File: config.mk
export PLATFORM = sky130hd
export DESIGN_NAME = chunked_addsub
export DESIGN_NICKNAME = d
export VERILOG_FILES = /design/src/rtl/adder_pkg.sv /design/src/rtl/chunk_adder.sv /design/src/rtl/chunked_addsub.sv
export SDC_FILE = /design/constraint.sdc
export NUM_CORES = 1
export LEC_CHECK = 0
export CAP_MARGIN = 20
export CORE_ASPECT_RATIO = 1.4
export CORE_MARGIN = 2
export CORE_UTILIZATION = 45
export CTS_CLUSTER_DIAMETER = 200
export CTS_CLUSTER_SIZE = 10
export DETAILED_ROUTE_END_ITERATION = 12
export GPL_TIMING_DRIVEN = 0
export PLACE_DENSITY = 0.74
export SLEW_MARGIN = 20
export SYNTH_ARGS = -nofsm -noshare
export SYNTH_HDL_FRONTEND = slang
export SYNTH_SLANG_ARGS = --single-unit
export TNS_END_PERCENT = 30
File: constraint.sdc
create_clock -name clk -period 2.7 [get_ports clk]
set_input_delay 0.54 -clock clk [delete_from_list [all_inputs] [get_ports clk]]
set_output_delay 0.54 -clock clk [all_outputs]
set_load 0.02 [all_outputs]
File: src/rtl/adder_pkg.sv
// Shared types and helpers for the chunked add/subtract unit.
//   state_t    : control FSM states
//   flags_t    : NZCV-style condition flags
//   num_chunks : number of CHUNK-bit slices needed to cover WIDTH bits
package adder_pkg;

  typedef enum logic [1:0] {
    IDLE,
    RUN,
    DONE
  } state_t;

  typedef struct packed {
    logic carry;
    logic overflow;
    logic zero;
    logic negative;
  } flags_t;

  function automatic int unsigned num_chunks(input int unsigned width,
                                             input int unsigned chunk);
    return (width + chunk - 1) / chunk;
  endfunction

endpackage

File: src/rtl/chunk_adder.sv
// CHUNK-bit combinational ripple-carry adder.
//   a, b : operand slices
//   cin  : carry in
//   sum  : a + b + cin, low CHUNK bits
//   cout : carry out of bit CHUNK-1
module chunk_adder #(
  parameter int unsigned CHUNK = 4
) (
  input  logic [CHUNK-1:0] a,
  input  logic [CHUNK-1:0] b,
  input  logic             cin,
  output logic [CHUNK-1:0] sum,
  output logic             cout
);

  always_comb begin
    logic c;
    c   = cin;
    sum = '0;
    for (int i = 0; i < CHUNK; i++) begin
      sum[i] = a[i] ^ b[i] ^ c;
      c      = (a[i] & b[i]) | (c & (a[i] ^ b[i]));
    end
    cout = c;
  end

endmodule

File: src/rtl/chunked_addsub.sv
// Multi-cycle add/subtract unit: processes CHUNK bits per clock through a registered
// carry, with valid/ready handshakes on both sides and NZCV-style flags.
//   clk, rst             : clock, synchronous active-high reset
//   in_valid / in_ready  : operand handshake (src1, src2, sub)
//   out_valid / out_ready: result handshake (result, carry, overflow, zero, negative)
module chunked_addsub
  import adder_pkg::*;
#(
  parameter int unsigned WIDTH = 11,
  parameter int unsigned CHUNK = 4
) (
  input  logic             clk,
  input  logic             rst,
  input  logic             in_valid,
  output logic             in_ready,
  input  logic [WIDTH-1:0] src1,
  input  logic [WIDTH-1:0] src2,
  input  logic             sub,
  output logic             out_valid,
  input  logic             out_ready,
  output logic [WIDTH-1:0] result,
  output logic             carry,
  output logic             overflow,
  output logic             zero,
  output logic             negative
);

  localparam int unsigned NCH   = num_chunks(WIDTH, CHUNK);
  localparam int unsigned IDXW  = (NCH > 1) ? $clog2(NCH) : 1;
  localparam int unsigned WBITS = $clog2(WIDTH);
  // Number of valid bits in the final (possibly partial) chunk.
  localparam int unsigned LASTW = WIDTH - (NCH - 1) * CHUNK;
  localparam logic [IDXW-1:0] LAST_IDX = IDXW'(NCH - 1);

  state_t            state_q;
  logic [WIDTH-1:0]  a_q;
  logic [WIDTH-1:0]  b_q;        // already inverted for subtract
  logic              cy_q;
  logic [IDXW-1:0]   idx_q;
  logic [WIDTH-1:0]  result_q;
  flags_t            flags_q;

  logic [CHUNK-1:0]  a_chunk;
  logic [CHUNK-1:0]  b_chunk;
  logic [CHUNK-1:0]  sum;
  logic              cout;
  logic [WIDTH-1:0]  result_next;
  logic              final_carry;
  flags_t            flags_next;

  // Slice the current chunk; bits beyond WIDTH in a partial chunk read as zero.
  always_comb begin
    int base;
    base    = int'(idx_q) * int'(CHUNK);
    a_chunk = '0;
    b_chunk = '0;
    for (int i = 0; i < CHUNK; i++) begin
      if (base + i < int'(WIDTH)) begin
        a_chunk[i] = a_q[WBITS'(base + i)];
        b_chunk[i] = b_q[WBITS'(base + i)];
      end
    end
  end

  chunk_adder #(
    .CHUNK (CHUNK)
  ) u_chunk_adder (
    .a    (a_chunk),
    .b    (b_chunk),
    .cin  (cy_q),
    .sum  (sum),
    .cout (cout)
  );

  // Merge the chunk sum into the result and derive flags from the completed value.
  always_comb begin
    int base;
    base        = int'(idx_q) * int'(CHUNK);
    result_next = result_q;
    for (int i = 0; i < CHUNK; i++) begin
      if (base + i < int'(WIDTH)) begin
        result_next[WBITS'(base + i)] = sum[i];
      end
    end
    // Padding bits are zero, so the carry out of the MSB lands in sum[LASTW]
    // when the last chunk is partial.
    final_carry = cout;
    for (int i = 0; i < CHUNK; i++) begin
      if (i == int'(LASTW)) begin
        final_carry = sum[i];
      end
    end
    flags_next.carry    = final_carry;
    flags_next.overflow = (a_q[WIDTH-1] == b_q[WIDTH-1]) &&
                          (result_next[WIDTH-1] != a_q[WIDTH-1]);
    flags_next.zero     = ~|result_next;
    flags_next.negative = result_next[WIDTH-1];
  end

  always_ff @(posedge clk) begin
    if (rst) begin
      state_q  <= IDLE;
      a_q      <= '0;
      b_q      <= '0;
      cy_q     <= 1'b0;
      idx_q    <= '0;
      result_q <= '0;
      flags_q  <= '0;
    end else begin
      unique case (state_q)
        IDLE: begin
          if (in_valid) begin
            a_q     <= src1;
            b_q     <= sub ? ~src2 : src2;
            cy_q    <= sub;
            idx_q   <= '0;
            state_q <= RUN;
          end
        end
        RUN: begin
          result_q <= result_next;
          cy_q     <= cout;
          idx_q    <= idx_q + IDXW'(1);
          if (idx_q == LAST_IDX) begin
            flags_q <= flags_next;
            idx_q   <= '0;
            state_q <= DONE;
          end
        end
        DONE: begin
          if (out_ready) begin
            state_q <= IDLE;
          end
        end
        default: state_q <= IDLE;
      endcase
    end
  end

  assign in_ready  = (state_q == IDLE);
  assign out_valid = (state_q == DONE);
  assign result    = result_q;
  assign carry     = flags_q.carry;
  assign overflow  = flags_q.overflow;
  assign zero      = flags_q.zero;
  assign negative  = flags_q.negative;

endmodule

* Word-level counts from Yosys, hierarchy flattened
Cells that the tools add are included.
Storage, ports and cells: output and inout port bits 17, flip-flop bits (word level) 42, bits in writable memories 0, memories kept 0, latch bits 0, memory bits (read-only) 0
Operators by class: divide/modulo/power cells 0, multipliers 0, bitwise operators 21, add/subtract/negate cells 4, reduce and logical (&&, ||, !) cells 13, magnitude comparators 12, shifts and indexed selects 0, mux-type cells 58, eq/ne operators 8
Operators by type and width (count):
- $lt 32x5->1 const B | 3
- $mux 11 | 5
- $bwmux 11 | 4
- $mux 1 | 29
- $bmux 1 s4 | 6
- $lt 4x6->1 const B | 4
- $ge 4x1->1 const B | 4
- $demux 1 s4 | 3
- $not 11->11 | 1
- $reduce_or 11->1 | 1
- $add 4x2->5 const B | 2
- $mux 2 | 5
- $and 1x1->1 | 8
- $xor 1x1->1 | 8
- $pmux 2 s3 | 1
- $reduce_and 2->1 | 3
- $add 4x1->5 const B | 1
- $logic_and 1x1->1 | 5
- $bmux 1 s2 | 2
- $eq 2x2->1 const B | 2
- $lt 4x4->1 const B | 1
- $ne 2x2->1 const B | 2
- $or 1x1->1 | 4
- $pmux 2 s2 | 1
- other kinds (11) | 11

* Logic depth before layout (Yosys ltp)
Gate-level depths: netlist of run 1.
depth after elaboration 16, gate-level depth with buffers 11, depth with buffers taken out 9

* Hierarchy
A second synthesis of run 1 with hierarchy kept.
Second synthesis, totals: cells, all modules 218, area total of the unflattened synthesis 1995.7 um^2
Modules (own cells, without submodules):
- chunked_addsub | area an instance 1878.1 um^2, times used 1, seq. area each 840.8 um^2, cells an instance 204
- chunk_adder | area an instance 117.6 um^2, times used 1, seq. area each 0.0 um^2, cells an instance 14

* Least setup slack after synthesis of run 1
OpenSTA, ideal clock, no wires.
path type reg2reg, start reg idx_q[0], end reg result_q[3], in the netlist result[3], arrival time 2.735 ns, buffers on the path 2, path slack -0.120 ns, period minus slack after synthesis 2.820 ns, cell stages (with the launch flop) 11, data required time 2.614 ns, cell sequence dfxtp_1 buf_2 buf_2 mux2i_1 nor2_1 a21oi_1 fa_1 fa_1 fa_1 fa_1 a211oi_1
On the way: cells in the longest elaborated chain, start to end 14, elaborated cells between the ends (all ways) 79
RTL lines:
- start: declaration | line chunked_addsub.sv:39 | logic [IDXW-1:0] idx_q;
- start signal: assignment | line chunked_addsub.sv:123 | idx_q <= idx_q + IDXW'(1);
- branches (longest 13 deep; another with $lt 32x5->1)
- $mux 11 (*) | line chunked_addsub.sv:81 | if (base + i < int'(WIDTH)) begin
- end signal: assignment | line chunked_addsub.sv:121 | result_q <= result_next;
- end: declaration | line chunked_addsub.sv:40 | logic [WIDTH-1:0] result_q;
Every way passes the cells marked *. The select of a mux whose other input is x is not followed. A chain may end at the register's enable or synchronous reset.

* Worst setup path in the final report of run 1
start reg idx_q[0], end reg result_q[7], in the netlist result[7]
The elaborated chain is that of the path after synthesis.

==> reports/results.tsv, run 1 <==
stage	metric	value	unit
detailed_routing	first_pass_iters	4	
timing	final_hold_viol_count	0	
timing	fin_hold_ws	0.459	ns
layout	instances_no_fill	302	
global_route	grt_max_degree	13	
power	p_total	1.34	mW
worst_setup_path	worstSetupEndpointType	flop	
clock_network	cts_setup_buffers	0	
clock_network	cts_tree	built	
placement	routabilityCongestion	0.844	
logic_synthesis	muxShareOfSynthArea	4.62	%
timing	period_share	102	%
timing	final.min_clock_period	2.75	ns
timing	grt_setup_unrepaired	true	
logic_synthesis	synth_compound_area_share	17.8	%
timing	fin_skew	0.00416	ns
logic_synthesis	synth_xor_xnor_area_share	4.94	%
layout	fill_cells	386	
timing	slew_violations	0	
detailed_routing	ant_nets	0	
layout	seqCellArea	841	um^2
placement	port_buffers	42	
floorplanning	num_io_pins	44	
floorplanning	dieArea	0.00488	mm^2
timing	setup-tns-final	-0.128	ns
timing	setup_slack	-0.0462	ns
layout	postLayoutCoreUtil	60.7	%
clock_network	insertion_delay	0.30	ns
clock_network	cts_root_buf	clkbuf_8	
floorplanning	core	0.00420	mm^2
worst_setup_path	crit_type	flop to flop	
layout	nNetsFinal	288	
logic_synthesis	synth_seq_cells	42	
floorplanning	chipWidth	59.6	um
logic_synthesis	ys_seq_area_share	43.1	%
global_route	first_global_vias	1452	
logic_synthesis	ys_types	30	
layout	area.growth.synth_to_final	30.9	%
hold_path	hold_path.class	flop to flop	
layout	multi_input_area	0.00102	mm^2
worst_setup_path	critical_path.most_common_cell	fa_2	
clock_network	h-tree-depth	2	
detailed_routing	drc_errors	0	
placement	place_ws	-0.222	ns
worst_setup_path	crit_arrival	2.91	ns
layout	drive_above_1_share	15.6	%
worst_setup_path	cp_cell_sequence	buf_6 -> buf_12 -> mux2i_1 -> nor2_1 -> a21oi_2 -> fa_2 -> fa_2 -> fa_2 -> fa_2 -> a211oi_1	
worst_setup_path	crit_required	2.87	ns
placement	placed_cells	295	
power	vdd_drop_max	377	uV
timing	finalSetupViolations	3	
timing	fmax	364	MHz
global_route	grt-ovfl-total	0	
logic_synthesis	yosys.area_share.simple	19.8	%
worst_setup_path	cp_max_fo	10	
logic_synthesis	synth_adder_area_share	4.11	%
detailed_routing	wl	4.00	mm
layout	antennaDiodeCount	0	
logic_synthesis	syn-num-nets	239	
detailed_routing	wire_per_inst	13.3	um
timing	worst-slew-pin-transition	0.604	ns
logic_synthesis	yosysWarnings	0	
status	outcome	complete, but fails checks	
clock_network	clock_sink_count	42	
clock_network	postCtsHoldBufs	0	
power	powerDensity	523	mW/mm^2
detailed_routing	dr.first_iter.drc_count	28	
floorplanning	start_util	46.4	%
global_route	grt_usage	18.6	%
placement	hpwlAfterDp	3.02	mm
logic_synthesis	synth_top_area_share	43.1	%
worst_setup_path	max_stage_delay	0.57	ns
global_route	grt_pass1_wl	6.68	mm
status	violations	negative setup slack	
run	max_cap_viol_count	0	
logic_synthesis	yosys.area.top_type	dfxtp_1	
logic_synthesis	syn_area_per_cell	9.37	um^2
floorplanning	rows	28	
power	p_leak	0.886	nW
placement	postPlaceCellArea	0.00244	mm^2
clock_network	cts-buffers-inserted	5	
clock_network	clkTransAtPathRegs	0.08	ns
detailed_routing	vias	1595	
logic_synthesis	netlist_area	0.00195	mm^2
detailed_routing	vias_per_cell	5.28	
layout	fin_area	0.00255	mm^2
logic_synthesis	synth_area_leaders	dfxtp_1, nor2_1, a211oi_2	
logic_synthesis	postSynthCellCount	208	
global_route	antenna_found_initial	0	
timing	slew_headroom	59.7	%
worst_setup_path	cp-start-kind	flop	
floorplanning	chipHeight	81.9	um
worst_setup_path	slowest_stage	fa_2	
logic_synthesis	synth_top_family_by_area	simple AND/OR/NAND/NOR gates	
clock_network	clock_path_buffers	2	
[critical path, delay by kind of cell, from the launching register on]
| kind | cells | cell delay (ns) |
|---|---|---|
| adders and majority gates | 4 | 1.63 |
| and+or+nand+nor | 1 | 0.14 |
| buffers and inverters | 2 | 0.27 |
| AOI/OAI and AO/OA | 2 | 0.13 |
| muxes | 1 | 0.13 |
| DFF | 1 | 0.31 |
[routing by layer]
| layer | share of wire (%) | routed length [um] | global-route usage (%) | vias to the layer above |
|---|---|---|---|---|
| met5 | 0 | 0 | 0 | - |
| met4 | 2.6 | 106 | 8.22 | 0 |
| met3 | 3.4 | 136 | 4.25 | 7 |
| met2 | 52 | 2080 | 32.3 | 36 |
| met1 | 42 | 1680 | 21.3 | 742 |
| li1 | - | - | - | 810 |
[worst paths after layout]
check / endpoint / slack, ns / start / depth (start not counted)
worst max-delay path: result[7]$_SDFFE_PP0P_ / -0.05 / idx_q[0]$_SDFFE_PP0P_ / 10
worst min-delay path: a_q[7]$_SDFFE_PP0P_ / 0.46 / a_q[7]$_SDFFE_PP0P_ / 2
worst max register to register: result[7]$_SDFFE_PP0P_ / -0.05 / idx_q[0]$_SDFFE_PP0P_ / 10
worst min register to register: a_q[7]$_SDFFE_PP0P_ / 0.46 / a_q[7]$_SDFFE_PP0P_ / 2
[state kept, by name (all words and copies together) (netlist names)]
name / count
overflow: 1
carry: 1
state_q: 2
idx_q: 2
zero: 1
b_q: 11
result: 11
negative: 1
a_q: 11
cy_q: 1
[kinds of logic (layout without fill, tap and decap cells)]
logic type / Yosys count / after routing
buffers and inverters: 19 / 68
XOR/XNOR: 11 / 11
adder cells (fa/ha/maj): 4 / 4
AND/OR/NAND/NOR: 76 / 76
multiplexers: 9 / 9
flip-flops: 42 / 42
AO/OA/AOI/OAI: 47 / 47
[power breakdown]
group | total, mW | internal [mW] | switching (mW) | leakage (nW)
clock network | 0.379 | 0.173 | 0.205 | 0.0438
registers | 0.679 | 0.656 | 0.0223 | 0.344
logic | 0.278 | 0.142 | 0.136 | 0.498
[placed cells by master (no fill, tap or decap), drive strengths merged, types with 3 or more instances in the layout]
cell type      synthesis  final
fa                     4      4
nor4                   3      3
nor2b                  5      5
xnor2                 11     11
mux2i                  9      9
nor2                  32     32
buf                   11     11
dfxtp                 42     42
clkdlybuf4s50          0     42
a211oi                21     21
clkbuf                 6     11
a21oi                 20     20
nand2                 24     24
[final cells by class]
type	instances	area share [%]
inverter	2	0.294
buffer	17	4.85
clock buffer	5	2.70
tap	45	2.21
sequential	42	32.9
timing repair buffer	42	16.5
multi-input combinational	147	40.1
clock inverter	2	0.392
[repair_timing]
| action | in CTS | in global routing |
|---|---|---|
| setup endpoints to repair | 4 | 4 |
| pin swaps | 2 | 0 |
| gates resized for setup | 4 | 6 |
[synth_stat cells]
| library cell | count |
|---|---|
| nand2b_1 | 1 |
| nor2_1 | 32 |
| xnor2_1 | 11 |
| nand2_1 | 24 |
| inv_1 | 2 |
| a311oi_1 | 1 |
| dfxtp_1 | 42 |
| or3b_1 | 1 |
| nor2b_1 | 5 |
| buf_6 | 2 |
| a211oi_2 | 8 |
| o21bai_1 | 1 |
| o211a_1 | 1 |
| or3b_2 | 1 |
| nor4_1 | 3 |
| nor4b_4 | 1 |
| a21oi_1 | 20 |
| or2_2 | 2 |
| nand4_1 | 1 |
| o21ai_0 | 1 |
| clkbuf_1 | 6 |
| a211oi_1 | 13 |
| nor3b_4 | 1 |
| buf_2 | 4 |
| mux2i_1 | 9 |
| nand3b_1 | 2 |
| buf_4 | 5 |
| and4bb_2 | 2 |
| o22a_1 | 2 |
| fa_1 | 4 |
(Power assumes the default switching activity.)
==> run 2, diff against run 1 <==
==> constraint.sdc (replaced) <==
create_clock -name clk -period 2.7 [get_ports clk]
set_input_delay 0.405 -clock clk [delete_from_list [all_inputs] [get_ports clk]]
set_output_delay 0.405 -clock clk [all_outputs]
set_load 0.02 [all_outputs]
==> results of run 2 <==
Final layout, timing and power as in run 1 (identical DEF).
==> run 3, diff against run 2 <==
CORE_UTILIZATION = 53   (was 45)
PLACE_DENSITY = 0.82   (was 0.74)
clock period = 3.4 ns   (was 2.7 ns; I/O delays follow)
==> run 3 against run 2 <==
  * The run now ends clean
  * Combinational power decreased by 24%
  * Non-clock buffer count did not move
  * Setup slack improved by 0.28 ns
  * First-iteration DRC count up 50%
  * Core utilization grew 10 points
  * Sequential power fell by 21%
  * Flip-flop and latch count stayed put
  * Total power shrank 14%
  * Routed wire length up 2.2%
  * Cell count down 0.66%
  * Clock skew down 0.0014 ns
==> reports/results.tsv, run 3 (synthesis results as in run 1) <==
stage	metric	value	unit
status	outcome	finished clean	
clock_network	clock_path_buffers	2	
clock_network	clkTransAtPathRegs	0.08	ns
clock_network	insertion_delay	0.29	ns
timing	final.min_clock_period	3.17	ns
worst_setup_path	worstSetupEndpointType	flop	
timing	fmax	316	MHz
global_route	use_met1	22.2	%
run	max_cap_viol_count	0	
detailed_routing	ant_nets	0	
clock_network	cts-buffers-inserted	5	
global_route	grt_max_degree	14	
timing	grt_setup_unrepaired	false	
worst_setup_path	critical_path.most_common_cell	fa_1	
worst_setup_path	path_buf_inv	2	
clock_network	cts_setup_buffers	0	
detailed_routing	vias	1608	
detailed_routing	vias_per_cell	5.36	
placement	hpwlAfterDp	3.03	mm
timing	period_share	93.1	%
detailed_routing	drc_errors	0	
global_route	grt_pass1_wl	6.82	mm
layout	area.growth.synth_to_final	29.9	%
timing	setup_slack	0.233	ns
clock_network	h-tree-depth	2	
placement	place_ws	0.254	ns
placement	port_buffers	42	
placement	postPlaceCellArea	0.00242	mm^2
worst_setup_path	crit_type	flop to flop	
layout	fin_area	0.00253	mm^2
floorplanning	rows	26	
floorplanning	start_util	54.5	%
detailed_routing	first_pass_iters	4	
placement	routabilityCongestion	0.791	
power	vdd_drop_max	401	uV
worst_setup_path	max_stage_delay	0.51	ns
clock_network	postCtsHoldBufs	0	
layout	nNetsFinal	288	
floorplanning	core	0.00358	mm^2
clock_network	cts_resized	0	
worst_setup_path	cp_cell_sequence	buf_2 -> buf_2 -> mux2i_1 -> nor2_1 -> a21oi_1 -> fa_1 -> fa_1 -> fa_1 -> fa_1 -> a211oi_1	
layout	final_cell_mix	dfxtp_1, clkdlybuf4s50_1, nor2_1, nand2_1, a21oi_1	
worst_setup_path	crit_arrival	3.37	ns
floorplanning	chipWidth	55.3	um
timing	worst-slew-pin-transition	0.640	ns
global_route	grt-ovfl-total	0	
global_route	busiest_layer	met2	
timing	final_hold_viol_count	0	
hold_path	hold_path.class	flop to flop	
global_route	antenna_found_initial	0	
detailed_routing	wl	4.09	mm
layout	instances_no_fill	300	
timing	finalSetupViolations	0	
floorplanning	dieArea	0.00419	mm^2
timing	slew_headroom	57.4	%
power	p_leak	0.886	nW
clock_network	clock_sink_count	42	
clock_network	cts_root_buf	clkbuf_8	
global_route	grt_usage	20.7	%
floorplanning	num_io_pins	44	
worst_setup_path	crit_family	adder cells	
detailed_routing	dr.first_iter.drc_count	42	
layout	antennaDiodeCount	0	
timing	fin_skew	0.00272	ns
worst_setup_path	cp-start-kind	flop	
worst_setup_path	cp_max_fo	10	
power	powerDensity	451	mW/mm^2
layout	drive_above_1_share	12.8	%
global_route	grtUsageMet2	40.3	%
timing	slew_violations	0	
global_route	first_global_vias	1523	
detailed_routing	wire_per_inst	13.6	um
floorplanning	chipHeight	75.8	um
global_route	use_met3	4.75	%
timing	setup-tns-final	0	ns
worst_setup_path	crit_required	3.61	ns
clock_network	cts_tree	built	
worst_setup_path	slowest_stage	fa_1	
placement	placed_cells	292	
-- run 3: where the power goes --
part / switching, mW / internal [mW]
combinational: 0.106 / 0.106
clock: 0.173 / 0.219
sequential: 0.0179 / 0.521
-- run 3: worst paths after layout --
kind              cells after the start  slack [ns]                  end                   from
setup / recovery                     10        0.23   carry$_SDFFE_PP0P_  idx_q[0]$_SDFFE_PP0P_
hold / removal                        2        0.46  a_q[2]$_SDFFE_PP0P_    a_q[2]$_SDFFE_PP0P_
setup reg to reg                     10        0.23   carry$_SDFFE_PP0P_  idx_q[0]$_SDFFE_PP0P_
hold reg to reg                       2        0.46  a_q[2]$_SDFFE_PP0P_    a_q[2]$_SDFFE_PP0P_
-- run 3: cell type report --
class	count	area, um^2
Fill cell	311	1050
Multi-Input combinational cell	147	998
Sequential cell	42	841
Timing Repair Buffer	42	420
Buffer	17	103
Clock buffer	6	72.6
Tap cell	42	52.6
Clock inverter	2	37.5
Inverter	2	7.51
-- run 3: metrics by stage --
| step | utilization, % | hold WS (ns) | power, mW |
|---|---|---|---|
| floorplan | - | 0.436 | 0.684 |
| finish | 70.8 | 0.456 | 1.14 |
| detailed placement | 67.7 | 0.446 | 0.763 |
| global placement | 67.7 | 0.442 | 0.758 |
| CTS | 70.8 | 0.457 | 1.15 |
| global route | 70.8 | 0.481 | 1.19 |
-- run 3: tightest hold or removal path, cell delays in order (launching register included) --
cell,delay (ns)
dfxtp_1,0.31
nand2_1,0.05
a21oi_1,0.05
-- run 3: routing by layer --
layer / up-vias / wire [um]
met5: - / 0
met4: 0 / 80
met3: 10 / 114
met2: 39 / 2160
met1: 749 / 1730
li1: 810 / -
==> patch 1: new RTL, settings of run 2 <==
The 3 states of `state_t` get a one-hot encoding in 3 bits.
--- a/src/rtl/adder_pkg.sv
+++ b/src/rtl/adder_pkg.sv
@@ -4,10 +4,10 @@
 //   num_chunks : number of CHUNK-bit slices needed to cover WIDTH bits
 package adder_pkg;
 
-  typedef enum logic [1:0] {
-    IDLE,
-    RUN,
-    DONE
+  typedef enum logic [2:0] {
+    IDLE = 3'b001,
+    RUN  = 3'b010,
+    DONE = 3'b100
   } state_t;
 
   typedef struct packed {
Function: no difference found for any inputs over 10 cycles, from zero or initial values and one cycle with rst high; not proved beyond that.
==> patch 1 against run 2 <==
Final area is 3.1% higher; sequential cell count is 1 higher; wire length is 8.9% higher; clock power is 54% higher; non-clock buffer count is 1 higher; sequential power is 1% higher; global-route usage is 1.1 points higher; total power is 12% higher; first-iteration DRC count is 39% higher; synthesized area is 0.26% higher; worst setup slack better by 0.050 ns; largest power group unchanged.
==> patch 1: results (changes against run 2) <==
metric,value,unit,change
syn_nets,252,,+5.4%
yosysUniqueCellTypes,35,,+17%
wl_per_cell,13.66,µm,+3.1%
netSwitchingFraction,23.19,%,-4.1 points
ys_seq_area_share,44.05,%,+0.91 points
tightest_slew,0.4911,ns,-0.1129 ns
grt_start_max_net_pins,14,,+1
gp_congestion,0.8104,,-4.0%
nets,304,,+5.6%
drive_gt1_share,13.87,%,-1.7 points
hp-class,reg2reg,,
portBuffers,42,,unchanged
finClkSkew,0.005545,ns,+0.001389 ns
final_cells,319,,+5.6%
dpl.cell_count,308,,+4.4%
synth_cells,221,,+6.3%
synth_commonest_cells,"dfxtp_1 (43), nand2_1 (31), nor2_1 (31)",,
ir_drop,0.0004641,V,+23%
grt_usage,19.67,%,+1.1 points
grt_pass1_wl,7238,µm,+8.4%
dp_slack,-0.3476,ns,-0.1257 ns
fillerInstances,390,,+1.0%
worstPathArrival,2.93,ns,+0.02 ns
grt_pass1_vias,1603,,+10%
synthTopCellsByArea,"dfxtp_1 (44%), a211oi_1 (6.9%), nand2_1 (6.0%)",,
p_leak,0.9073,nW,+2.4%
drt_iter0_markers,39,,+39%
status,finished clean,,
dp_hpwl,3157,µm,+4.7%
place_area,2470,µm²,+1.3%
dr_total_vias,1710,,+7.2%
worst-path-max-fanout,8,,-2
-- patch 1: repair_timing --
| item | in CTS | in global routing |
|---|---|---|
| setup endpoints to repair | 5 | 4 |
| setup buffers | 4 | 1 |
| pin swaps | 7 | 8 |
| gates resized for setup | 9 | 8 |
-- patch 1: per-layer routing --
metal / global-route usage (%) / part of all wire, % / up-vias
li1: - / - / 862
met1: 22.80 / 43 / 796
met2: 35.11 / 52 / 48
met3: 4.252 / 3.2 / 4
met4: 6.444 / 1.1 / 0
met5: 0 / 0 / -
-- patch 1: worst max-delay path: stages, from the launching register on --
cell and delay (ns):
dfxtp_4 0.39, mux2i_1 0.15, nor2_2 0.10, a21oi_2 0.05, fa_2 0.35, inv_2 0.06
fa_2 0.19, inv_2 0.04, fa_2 0.36, fa_2 0.55, and4_1 0.16, o211ai_1 0.10
o21ai_1 0.13
-- patch 1: worst paths after layout --
path,cells after the start,slack (ns),end,start
worst max-delay path,12,0.003,zero$_SDFFE_PP0P_,idx_q[0]$_SDFFE_PP0P_
worst min-delay path,2,0.46,a_q[1]$_SDFFE_PP0P_,a_q[1]$_SDFFE_PP0P_
worst max register to register,12,0.003,zero$_SDFFE_PP0P_,idx_q[0]$_SDFFE_PP0P_
worst min register to register,2,0.46,a_q[1]$_SDFFE_PP0P_,a_q[1]$_SDFFE_PP0P_
-- patch 1: cells by family (layout without fill, tap and decap cells) --
kind of cell / count (synthesis) / after routing / share of synthesized area (%)
flops: 43 / 43 / 44.05
buf+inv: 19 / 72 / 4.033
simple gates: 86 / 86 / 21.77
compound gates: 47 / 47 / 15.37
mux: 11 / 11 / 5.762
xor+xnor: 11 / 11 / 4.929
fa+ha+maj: 4 / 4 / 4.097
-- patch 1: power groups by stage --
stage | Combinational (mW) | Clock, mW | Sequential [mW]
finish | 0.224 | 0.584 | 0.687
global route | 0.250 | 0.611 | 0.691
CTS | 0.228 | 0.593 | 0.687
detailed placement | 0.220 | 0 | 0.702
global placement | 0.218 | 0 | 0.701
floorplan | 0.138 | 0 | 0.699
-- patch 1: cell type report --
class	instances	area (µm²)	share of cell area, %
sequential	43	868.3	33.00
tap	45	56.30	2.140
buffer	13	62.56	2.378
clock buffer	6	72.57	2.758
timing repair buffer	47	457.9	17.40
clock inverter	2	60.06	2.282
multi-input combinational	159	1039	39.47
inverter	4	15.01	0.5706
==> patch 2: new RTL, flow settings as in run 2 <==
Made on the original files. `CHUNK` is set to 4 in 2 places; all go to 8.
--- a/src/rtl/chunk_adder.sv
+++ b/src/rtl/chunk_adder.sv
@@ -4,7 +4,7 @@
 //   sum  : a + b + cin, low CHUNK bits
 //   cout : carry out of bit CHUNK-1
 module chunk_adder #(
-  parameter int unsigned CHUNK = 4
+  parameter int unsigned CHUNK = 8
 ) (
   input  logic [CHUNK-1:0] a,
   input  logic [CHUNK-1:0] b,
--- a/src/rtl/chunked_addsub.sv
+++ b/src/rtl/chunked_addsub.sv
@@ -7,7 +7,7 @@
   import adder_pkg::*;
 #(
   parameter int unsigned WIDTH = 11,
-  parameter int unsigned CHUNK = 4
+  parameter int unsigned CHUNK = 8
 ) (
   input  logic             clk,
   input  logic             rst,
Formal check against the unedited RTL: not equivalent (a bounded check fails within 4 cycles, from zero or initial values and one cycle with rst high).
==> patch 2 against run 2 <==
The run still ends with setup timing left; utilization down 0.082 points; total power down 2.7%; final area down 6.9%; sequential cell count down 7; clock power up 1%; die area down 6.5%; hold slack worse by 0.054 ns; non-clock buffer count down 4; wire length down 10%; synthesized area down 6.9%; first-iteration DRC count down 57%; worst setup slack worse by 0.89 ns.
==> patch 2: results (changes against run 2) <==
metric,value,unit,change
dp_slack,-1.048,ns,-0.8264 ns
dr_wl_met2,1820,µm,-12%
nets,260,,-9.7%
fin_ws,-0.9377,ns,-0.8915 ns
drt-vias-per-instance,4.974,,-5.8%
inverters_excl_clock,5,,+3
buffers_excl_clock,55,,-6.8%
met2_usage,27.27,%,-5.0 points
slowest_delay,0.43,ns,-0.14 ns
synth_commonest_cells,"dfxtp_1 (35), nor2_1 (33), mux2i_1 (16)",,
crit_slowest_cell,fa_1,,
met1Wirelength,1533,µm,-8.9%
grt_usage,17.10,%,-1.5 points
postRouteWirelength,3587,µm,-10%
clkCellAreaFrac,3.686,%,+0.60 points
yosysUniqueCellTypes,28,,-6.7%
grtUsageMet3,4.235,%,-0.017 points
violations,setup timing,,
design.seq.count,35,,-17%
synthTopCellsByArea,"dfxtp_1 (39%), fa_1 (8.8%), mux2i_1 (8.8%)",,
multi_input_area,1003,µm²,-2.1%
clock_buffers,6,,+1
grtUsageMet1,20.90,%,-0.38 points
drt_iter0_markers,12,,-57%
status,"complete, but fails checks",,
multi_input_gates,122,,-17%
hp-class,in2reg,,
setup_viol_count_final,4,,+1
grt_pass1_wl,5892,µm,-12%
fin_setup_tns,-2.496,ns,-2.368 ns
grt_start_max_net_pins,11,,-2
ir_drop,0.0004323,V,+15%
fillerInstances,325,,-16%
buffer_area_share,21.48,%,+0.16 points
patch 2: power by group:
part	internal [mW]	total [mW]	switching, mW
clock	0.200	0.383	0.184
combinational	0.172	0.332	0.160
sequential	0.558	0.584	0.0253
total	0.930	1.30	0.369
patch 2: worst paths after layout:
kind	end	slack [ns]	start	cells after the start
setup / recovery	result[7]$_SDFFE_PP0P_	-0.94	idx_q$_SDFFE_PP0P_	11
hold / removal	b_q[0]$_SDFFE_PP0P_	0.40	rst	2
setup reg to reg	result[7]$_SDFFE_PP0P_	-0.94	idx_q$_SDFFE_PP0P_	11
hold reg to reg	overflow$_SDFFE_PP0P_	0.47	overflow$_SDFFE_PP0P_	2
patch 2: cells by family after synthesis:
| logic type | synth area share, % |
|---|---|
| flops | 38.62 |
| simple gates | 16.35 |
| compound gates | 11.24 |
| other cells | 0.2067 |
| mux | 11.31 |
| buf+inv | 7.931 |
| fa+ha+maj | 9.517 |
| xor+xnor | 4.827 |
patch 2: stage by stage:
step	power, mW	utilization [%]	cells	area (µm²)
5_1_grt	1.362	60.63	267	2376
2_1_floorplan	0.8191	-	179	1853
6_report	1.299	60.63	267	2376
3_3_place_gp	0.9183	57.85	258	2267
4_1_cts	1.313	60.63	267	2376
3_5_place_dp	0.9251	57.85	258	2267
patch 2: worst max-delay path, delay by kind of cell (launching register included):
kind                     cells  cell delay, ns
buffers and inverters        2            0.19
multiplexers                 1            0.30
flip-flops                   1            0.34
AO/OA/AOI/OAI                1            0.18
adder cells (fa/ha/maj)      7            2.57
patch 2: what timing repair did:
| action | CTS | global route |
|---|---|---|
| buffers inserted | 2 | 0 |
| hold buffers | 0 | 0 |
| gates resized for setup | 3 | 0 |
| pin swaps | 3 | 0 |
| setup endpoints to repair | 5 | 4 |
